**config.mk**
```make
export PLATFORM = sky130hd
export DESIGN_NAME = seg7_display_ctrl
export DESIGN_NICKNAME = d
export VERILOG_FILES = /design/src/rtl/seg7_pkg.sv /design/src/rtl/seg7_font.sv /design/src/rtl/seg7_display_ctrl.sv
export SDC_FILE = /design/constraint.sdc
export NUM_CORES = 1
export LEC_CHECK = 0
export ABC_CLOCK_PERIOD_IN_PS = 4610
export CAP_MARGIN = 20
export CORE_ASPECT_RATIO = 0.5
export CORE_UTILIZATION = 55
export DETAILED_ROUTE_END_ITERATION = 8
export PLACE_DENSITY = 0.9
export SLEW_MARGIN = 25
export SYNTH_ARGS = -nofsm -noshare
export SYNTH_HDL_FRONTEND = slang
export SYNTH_SLANG_ARGS = --single-unit
```
**constraint.sdc**
```tcl
create_clock -name clk -period 4.61 [get_ports clk]
set_clock_uncertainty 0.2 [all_clocks]
set_input_delay 0.922 -clock clk [delete_from_list [all_inputs] [get_ports clk]]
set_output_delay 0.922 -clock clk [all_outputs]
set_load 0.02 [all_outputs]
```
**src/rtl/seg7_pkg.sv**
```systemverilog
// -----------------------------------------------------------------------------
// seg7_pkg
// Shared definitions for the multi-digit 7-segment display controller:
//   - SEG_FONT  : 16-entry active-low hex font, bits {dp,g,f,e,d,c,b,a}
//   - SEG_BLANK : all segments and dp off
//   - SEG_A..SEG_G, SEG_DP : bit positions inside a segment byte
//   - state_e   : controller FSM encoding (ST_IDLE, ST_DECODE)
//   - seg_font_lookup : nibble + dp request to active-low segment byte
// -----------------------------------------------------------------------------
package seg7_pkg;

   localparam logic [7:0] SEG_BLANK = 8'hFF;

   localparam int SEG_A  = 0;
   localparam int SEG_B  = 1;
   localparam int SEG_C  = 2;
   localparam int SEG_D  = 3;
   localparam int SEG_E  = 4;
   localparam int SEG_F  = 5;
   localparam int SEG_G  = 6;
   localparam int SEG_DP = 7;

   // Entry [n] is the glyph for hex value n; listed F down to 0 because the
   // leftmost element of a packed concatenation is the highest index.
   localparam logic [15:0][7:0] SEG_FONT = {
      8'h8E, 8'h86, 8'hA1, 8'hC6, 8'h83, 8'h88, 8'h90, 8'h80,
      8'hF8, 8'h82, 8'h92, 8'h99, 8'hB0, 8'hA4, 8'hF9, 8'hC0
   };

   typedef enum logic {
      ST_IDLE   = 1'b0,
      ST_DECODE = 1'b1
   } state_e;

   // Active low: a lit decimal point clears the dp bit.
   function automatic logic [7:0] seg_font_lookup(input logic [3:0] nib,
                                                  input logic       dp);
      logic [7:0] code;
      code         = SEG_FONT[nib];
      code[SEG_DP] = ~dp;
      return code;
   endfunction

endpackage

```
**src/rtl/seg7_font.sv**
```systemverilog
// -----------------------------------------------------------------------------
// seg7_font
// Combinational hex font decoder shared by all digits of the display.
// Ports:
//   nib_i  [3:0] hex value to display
//   dp_i         decimal point request, 1 = lit
//   code_o [7:0] active-low segment byte {dp,g,f,e,d,c,b,a}
// -----------------------------------------------------------------------------
module seg7_font
   import seg7_pkg::*;
(
   input  logic [3:0] nib_i,
   input  logic       dp_i,
   output logic [7:0] code_o
);

   assign code_o = seg_font_lookup(nib_i, dp_i);

endmodule

```
**src/rtl/seg7_display_ctrl.sv**
```systemverilog
// -----------------------------------------------------------------------------
// seg7_display_ctrl
// Registered multi-digit hex display controller. A NUM_DIGITS-nibble word is
// accepted over a valid/ready handshake and decoded one digit per cycle, MSB
// digit first, through a single shared font decoder into per-digit shadow
// registers. seg_n is registered from the shadow registers.
//
// Optional feature macro: SEG_BLINK_EN
//   defined   : prescaler + blink phase built; masked digits blank on phase 1
//   undefined : blink_phase tied to 0, blink_mask has no effect
//
// Ports:
//   clk         system clock
//   rst         synchronous active-high reset
//   load_valid  new display word offered
//   load_ready  controller idle and able to accept a word
//   load_data   [4*NUM_DIGITS] nibble k = digit k, digit 0 rightmost
//   load_dp     [NUM_DIGITS]   decimal point per digit, 1 = lit
//   blank_lz    leading-zero blanking enable, sampled at load
//   blink_mask  [NUM_DIGITS]   per-digit blink enable, sampled every cycle
//   seg_n       [8*NUM_DIGITS] byte k = digit k, {dp,g,f,e,d,c,b,a}, active low
// -----------------------------------------------------------------------------
module seg7_display_ctrl
   import seg7_pkg::*;
#(
   parameter int NUM_DIGITS = 6,
   parameter int BLINK_DIV  = 25000000
)(
   input  logic                    clk,
   input  logic                    rst,
   input  logic                    load_valid,
   output logic                    load_ready,
   input  logic [4*NUM_DIGITS-1:0] load_data,
   input  logic [NUM_DIGITS-1:0]   load_dp,
   input  logic                    blank_lz,
   input  logic [NUM_DIGITS-1:0]   blink_mask,
   output logic [8*NUM_DIGITS-1:0] seg_n
);

   localparam int  IW     = (NUM_DIGITS > 1) ? $clog2(NUM_DIGITS) : 1;
   localparam bit  CFG_OK = (NUM_DIGITS >= 1) && (NUM_DIGITS <= 8) && (BLINK_DIV >= 2);

   if (!CFG_OK) begin : g_bad_cfg
      $error("seg7_display_ctrl: NUM_DIGITS must be 1..8 and BLINK_DIV >= 2");
   end

   state_e                  state_q, state_d;
   logic [IW-1:0]           idx_q, idx_d;
   logic                    lz_q, lz_d;
   logic [4*NUM_DIGITS-1:0] data_q, data_d;
   logic [NUM_DIGITS-1:0]   dp_q, dp_d;

   logic [3:0]              cur_nib;
   logic                    cur_dp;
   logic                    cur_blank;
   logic [7:0]              font_code;
   logic [7:0]              shadow_d;
   logic                    blink_phase;

   // Current digit selected by idx; {idx,2'b00} is idx*4 without a multiplier.
   assign cur_nib   = data_q[{idx_q, 2'b00} +: 4];
   assign cur_dp    = dp_q[idx_q];
   // Leading zeros blank until the first nonzero nibble; digit 0 always shows.
   assign cur_blank = lz_q && (cur_nib == 4'h0) && (idx_q != '0);

   seg7_font u_font (
      .nib_i  (cur_nib),
      .dp_i   (cur_dp),
      .code_o (font_code)
   );

   assign shadow_d = cur_blank ? SEG_BLANK : font_code;

   always_ff @(posedge clk) begin
      if (rst) begin
         state_q <= ST_IDLE;
         idx_q   <= '0;
         lz_q    <= 1'b0;
         data_q  <= '0;
         dp_q    <= '0;
      end else begin
         state_q <= state_d;
         idx_q   <= idx_d;
         lz_q    <= lz_d;
         data_q  <= data_d;
         dp_q    <= dp_d;
      end
   end

   always_comb begin
      state_d    = state_q;
      idx_d      = idx_q;
      lz_d       = lz_q;
      data_d     = data_q;
      dp_d       = dp_q;
      load_ready = 1'b0;
      case (state_q)
         ST_IDLE: begin
            load_ready = ~rst;
            if (load_valid && !rst) begin
               data_d  = load_data;
               dp_d    = load_dp;
               lz_d    = blank_lz;
               idx_d   = IW'(NUM_DIGITS - 1);
               state_d = ST_DECODE;
            end
         end
         ST_DECODE: begin
            lz_d  = lz_q && (cur_nib == 4'h0);
            idx_d = idx_q - 1'b1;
            if (idx_q == '0) begin
               state_d = ST_IDLE;
            end
         end
         default: state_d = ST_IDLE;
      endcase
   end

`ifdef SEG_BLINK_EN
   localparam int PW = (BLINK_DIV > 2) ? $clog2(BLINK_DIV) : 1;

   logic [PW-1:0] presc_q;
   logic          phase_q;

   always_ff @(posedge clk) begin
      if (rst) begin
         presc_q <= '0;
         phase_q <= 1'b0;
      end else if (presc_q == PW'(BLINK_DIV - 1)) begin
         presc_q <= '0;
         phase_q <= ~phase_q;
      end else begin
         presc_q <= presc_q + 1'b1;
      end
   end

   assign blink_phase = phase_q;
`else
   assign blink_phase = 1'b0;
`endif

   // Per-digit shadow register and output register.
   for (genvar gi = 0; gi < NUM_DIGITS; gi++) begin : g_digit
      logic [7:0] shadow_q;
      logic [7:0] seg_q;

      always_ff @(posedge clk) begin
         if (rst) begin
            shadow_q <= SEG_BLANK;
         end else if ((state_q == ST_DECODE) && (idx_q == IW'(gi))) begin
            shadow_q <= shadow_d;
         end
      end

      always_ff @(posedge clk) begin
         if (rst) begin
            seg_q <= SEG_BLANK;
         end else begin
            seg_q <= (blink_phase && blink_mask[gi]) ? SEG_BLANK : shadow_q;
         end
      end

      assign seg_n[8*gi +: 8] = seg_q;
   end

endmodule

```
==> impl_metrics.json <==
{
  "outcome": "finished clean",
  "finalSetupTns_ps": 0,
  "hold_path.class": "reg2reg",
  "drt_wl_total_um": 9969,
  "setup.worst_path.end": "g_digit[1].shadow_q[5]$_SDFFE_PP1P_",
  "syn_area_per_cell_um2": 10.02,
  "via_per_inst": 5.217,
  "total_switching_power_mw": 0.7097,
  "timing_hold_violations_final": 0,
  "total_track_usage_pct": 23.84,
  "cp-startpoint": "idx_q[0]$_SDFFE_PP0P_",
  "timing.critical_path.required_ps": 4670,
  "worst_skew_pair_latency_ps": 420,
  "clockBufferDepth": 2,
  "synth-seq-cells": 131,
  "p_int_mw": 2.074,
  "number_of_antenna_violations_at_the_first_check_in_global_routing": 0,
  "critical_path.reg2reg.startpoint": "idx_q[0]$_SDFFE_PP0P_",
  "design_power_total_mw": 2.783,
  "power.combinational.fraction_pct": 11.1,
  "post_layout_nonfiller_instances": 674,
  "post_placement_cell_count": 642,
  "worst_r2r_endpoint": "g_digit[1].shadow_q[5]$_SDFFE_PP1P_",
  "chipHeight_um": 67.84,
  "irDropWorstVdd_v": 0.0002834,
  "io_pins": 89,
  "unrepaired_setup_endpoints_after_global_routing": "no",
  "grt_start_max_net_pins": 61,
  "initial_utilization_pct": 58.14,
  "ctsRootBufferMaster": "sky130_fd_sc_hd__clkbuf_16",
  "holdBufCountCts": 0,
  "grt_first_pass_wirelength_um": 16150,
  "max-cap-violations": 0,
  "path_max_fanout": 15,
  "reg2reg_setup_slack_ps": 900,
  "worst_setup_hold_path_clk_slew_ps": 60,
  "synth.distinct_cells": 48,
  "areaGrowthSynthToFinish_pct": 29.62,
  "yosys_warnings": 0,
  "placeableCoreArea_um2": 8202,
  "timing.critical_path.to_type": "flop",
  "std_cell_rows": 23,
  "timing.reg2reg.worst_path_depth": 7,
  "tritoncts.num_buffers": 17,
  "top_flip_flop_cell_by_instance_count_after_synthesis": "sky130_fd_sc_hd__dfxtp_1",
  "commonest_cells_after_routing_fill_and_taps_aside": "sky130_fd_sc_hd__dfxtp_1 (131), sky130_fd_sc_hd__clkdlybuf4s50_1 (82), sky130_fd_sc_hd__nand2_1 (68)",
  "drt_pass1_iterations": 5,
  "setup.worst_path.start_class": "flop",
  "synth_cells": 476,
  "mappedNetlistArea_um2": 4768,
  "clock_sink_count": 131,
  "final_common_cell": "sky130_fd_sc_hd__dfxtp_1",
  "final_net_count": 600,
  "fmax_ghz": 0.2695,
  "final.period_utilization_pct": 80.48,
  "io_buffers": 82,
  "report.final.slew_viol_count": 0,
  "vias": 3516,
  "net_count_synth": 527,
  "static-leakage-power_nw": 2.426,
  "grt_pass1_vias": 3330,
  "drt.antenna.violating_nets": 0,
  "cp_data_arrival_time_ps": 3770,
  "drt-initial-drc-count": 250,
  "post_cts_buffers": 0,
  "grt_overflow": 0,
  "wl_per_cell_um": 14.79,
  "timing.final.setup_violations": 0,
  "ctsHtreeMaxLevel": 4,
  "antenna-diode-count": 0,
  "die-area_um2": 9069,
  "drive_above_1_share_pct": 19.57,
  "power_density_nw_per_um2": 450.3,
  "cts_tree": "done",
  "die_w_um": 133.7,
  "final.min_clock_period_ps": 3710,
  "pwr-share-clk_pct": 45.3,
  "p_seq_share_pct": 43.6,
  "worst-slew-pin-transition_ps": 897.5,
  "gp_routability_congestion": 0.9042,
  "relSlewSlack_pct": 40.10,
  "critPathKind": "reg2reg",
  "cts_resized": 0,
  "yosysSeqAreaShare_pct": 55.00,
  "drc": 0,
  "async_set_reset_flop_share_out_of_synthesis_pct": 0,
  "hpwlAfterDp_um": 6474,
  "swShare_pct": 25.50,
  "number_of_flops_mapped_to_enable_cells_by_yosys": 0
}
-- layer usage --
metal / vias to the layer above / track usage (%) / wire (um)
met2: 114 / 39.71 / 4713
met5: - / 0 / 0
met3: 17 / 6.000 / 459
met1: 1624 / 29.76 / 4607
met4: 0 / 11.51 / 189
li1: 1761 / - / -
-- cell families after synthesis --
logic type / count (synthesis) / synth area share [%]
and+or+nand+nor: 178 / 17.71
buffers and inverters: 39 / 3.463
AOI/OAI and AO/OA: 105 / 16.95
adders and majority gates: 11 / 2.886
xor gates and xnor gates: 1 / 0.1837
DFF: 131 / 55.00
muxes: 11 / 3.805
-- sequential cells by signal, summed over array words and instances, names as in the netlist --
signal	cells
state_q	1
g_digit.shadow_q	48
lz_q	1
g_digit.seg_q	48
dp_q	6
data_q	24
idx_q	3
-- area by class of cell --
type / instances / area, um2
clock inverters: 14 / 128.9
clock buffers: 18 / 439.2
flip-flops and latches: 131 / 2623
inverters: 9 / 33.78
multi-input cells: 306 / 1981
well taps: 112 / 140.1
fillers: 580 / 2021
repair buffers: 84 / 835.8
-- cell usage after synthesis (all sizes together), types with 4 or more instances --
cell | number | area [um2]
a21oi | 25 | 125.1
a22oi | 4 | 53.80
a2bb2oi | 17 | 186.4
a31oi | 9 | 62.56
and2 | 5 | 31.28
and3 | 4 | 30.03
buf | 6 | 40.04
clkbuf | 24 | 91.33
dfxtp | 131 | 2623
ha | 11 | 137.6
inv | 8 | 30.03
mux2 | 4 | 48.79
mux4 | 5 | 112.6
nand2 | 68 | 255.2
nor2 | 39 | 146.4
nor2b | 8 | 50.05
nor3 | 5 | 25.02
o21ai | 33 | 165.2
or2 | 48 | 300.3
-- worst max-delay path, cell delays in order, from the launching register on --
cell                        delay [ps]
sky130_fd_sc_hd__dfxtp_1           850
sky130_fd_sc_hd__mux4_2            610
sky130_fd_sc_hd__a22oi_1           540
sky130_fd_sc_hd__inv_1             170
sky130_fd_sc_hd__ha_1              280
sky130_fd_sc_hd__and3_4            190
sky130_fd_sc_hd__a2111oi_4         560
sky130_fd_sc_hd__a21oi_1           160
-- power by group through the flow --
stage / clock network, mW / logic, mW / registers [mW]
global route: 1.33 / 0.334 / 1.22
floorplan: 0 / 0.203 / 1.24
detailed placement: 0 / 0.302 / 1.24
finish: 1.26 / 0.308 / 1.21
CTS: 1.28 / 0.306 / 1.21
global placement: 0 / 0.293 / 1.23
-- stage by stage --
step	utilization, %	hold WS [ps]	setup slack, ps	instance area, um2
floorplan	-	205.9	1690	4768
global placement	68.44	210.9	1083	5613
detailed placement	68.44	214.4	956.9	5613
CTS	75.36	230.0	887.1	6181
global route	75.36	240.7	680.1	6181
finish	75.36	229.6	899.9	6181
-- worst min path at each step --
stage,depth (start not counted),end,from
3_5_place_dp,1,g_digit[0].seg_q[6]$_SDFF_PP1_,g_digit[0].shadow_q[6]$_SDFFE_PP1P_
2_1_floorplan,1,g_digit[0].seg_q[3]$_SDFF_PP1_,g_digit[0].shadow_q[3]$_SDFFE_PP1P_
6_report,1,g_digit[2].seg_q[7]$_SDFF_PP1_,g_digit[2].shadow_q[7]$_SDFFE_PP1P_
4_1_cts,1,g_digit[2].seg_q[7]$_SDFF_PP1_,g_digit[2].shadow_q[7]$_SDFFE_PP1P_
3_3_place_gp,1,g_digit[5].seg_q[1]$_SDFF_PP1_,g_digit[5].shadow_q[1]$_SDFFE_PP1P_
5_1_grt,1,g_digit[2].seg_q[5]$_SDFF_PP1_,g_digit[2].shadow_q[5]$_SDFFE_PP1P_
No activity file was read; power rests on OpenSTA's default activity.
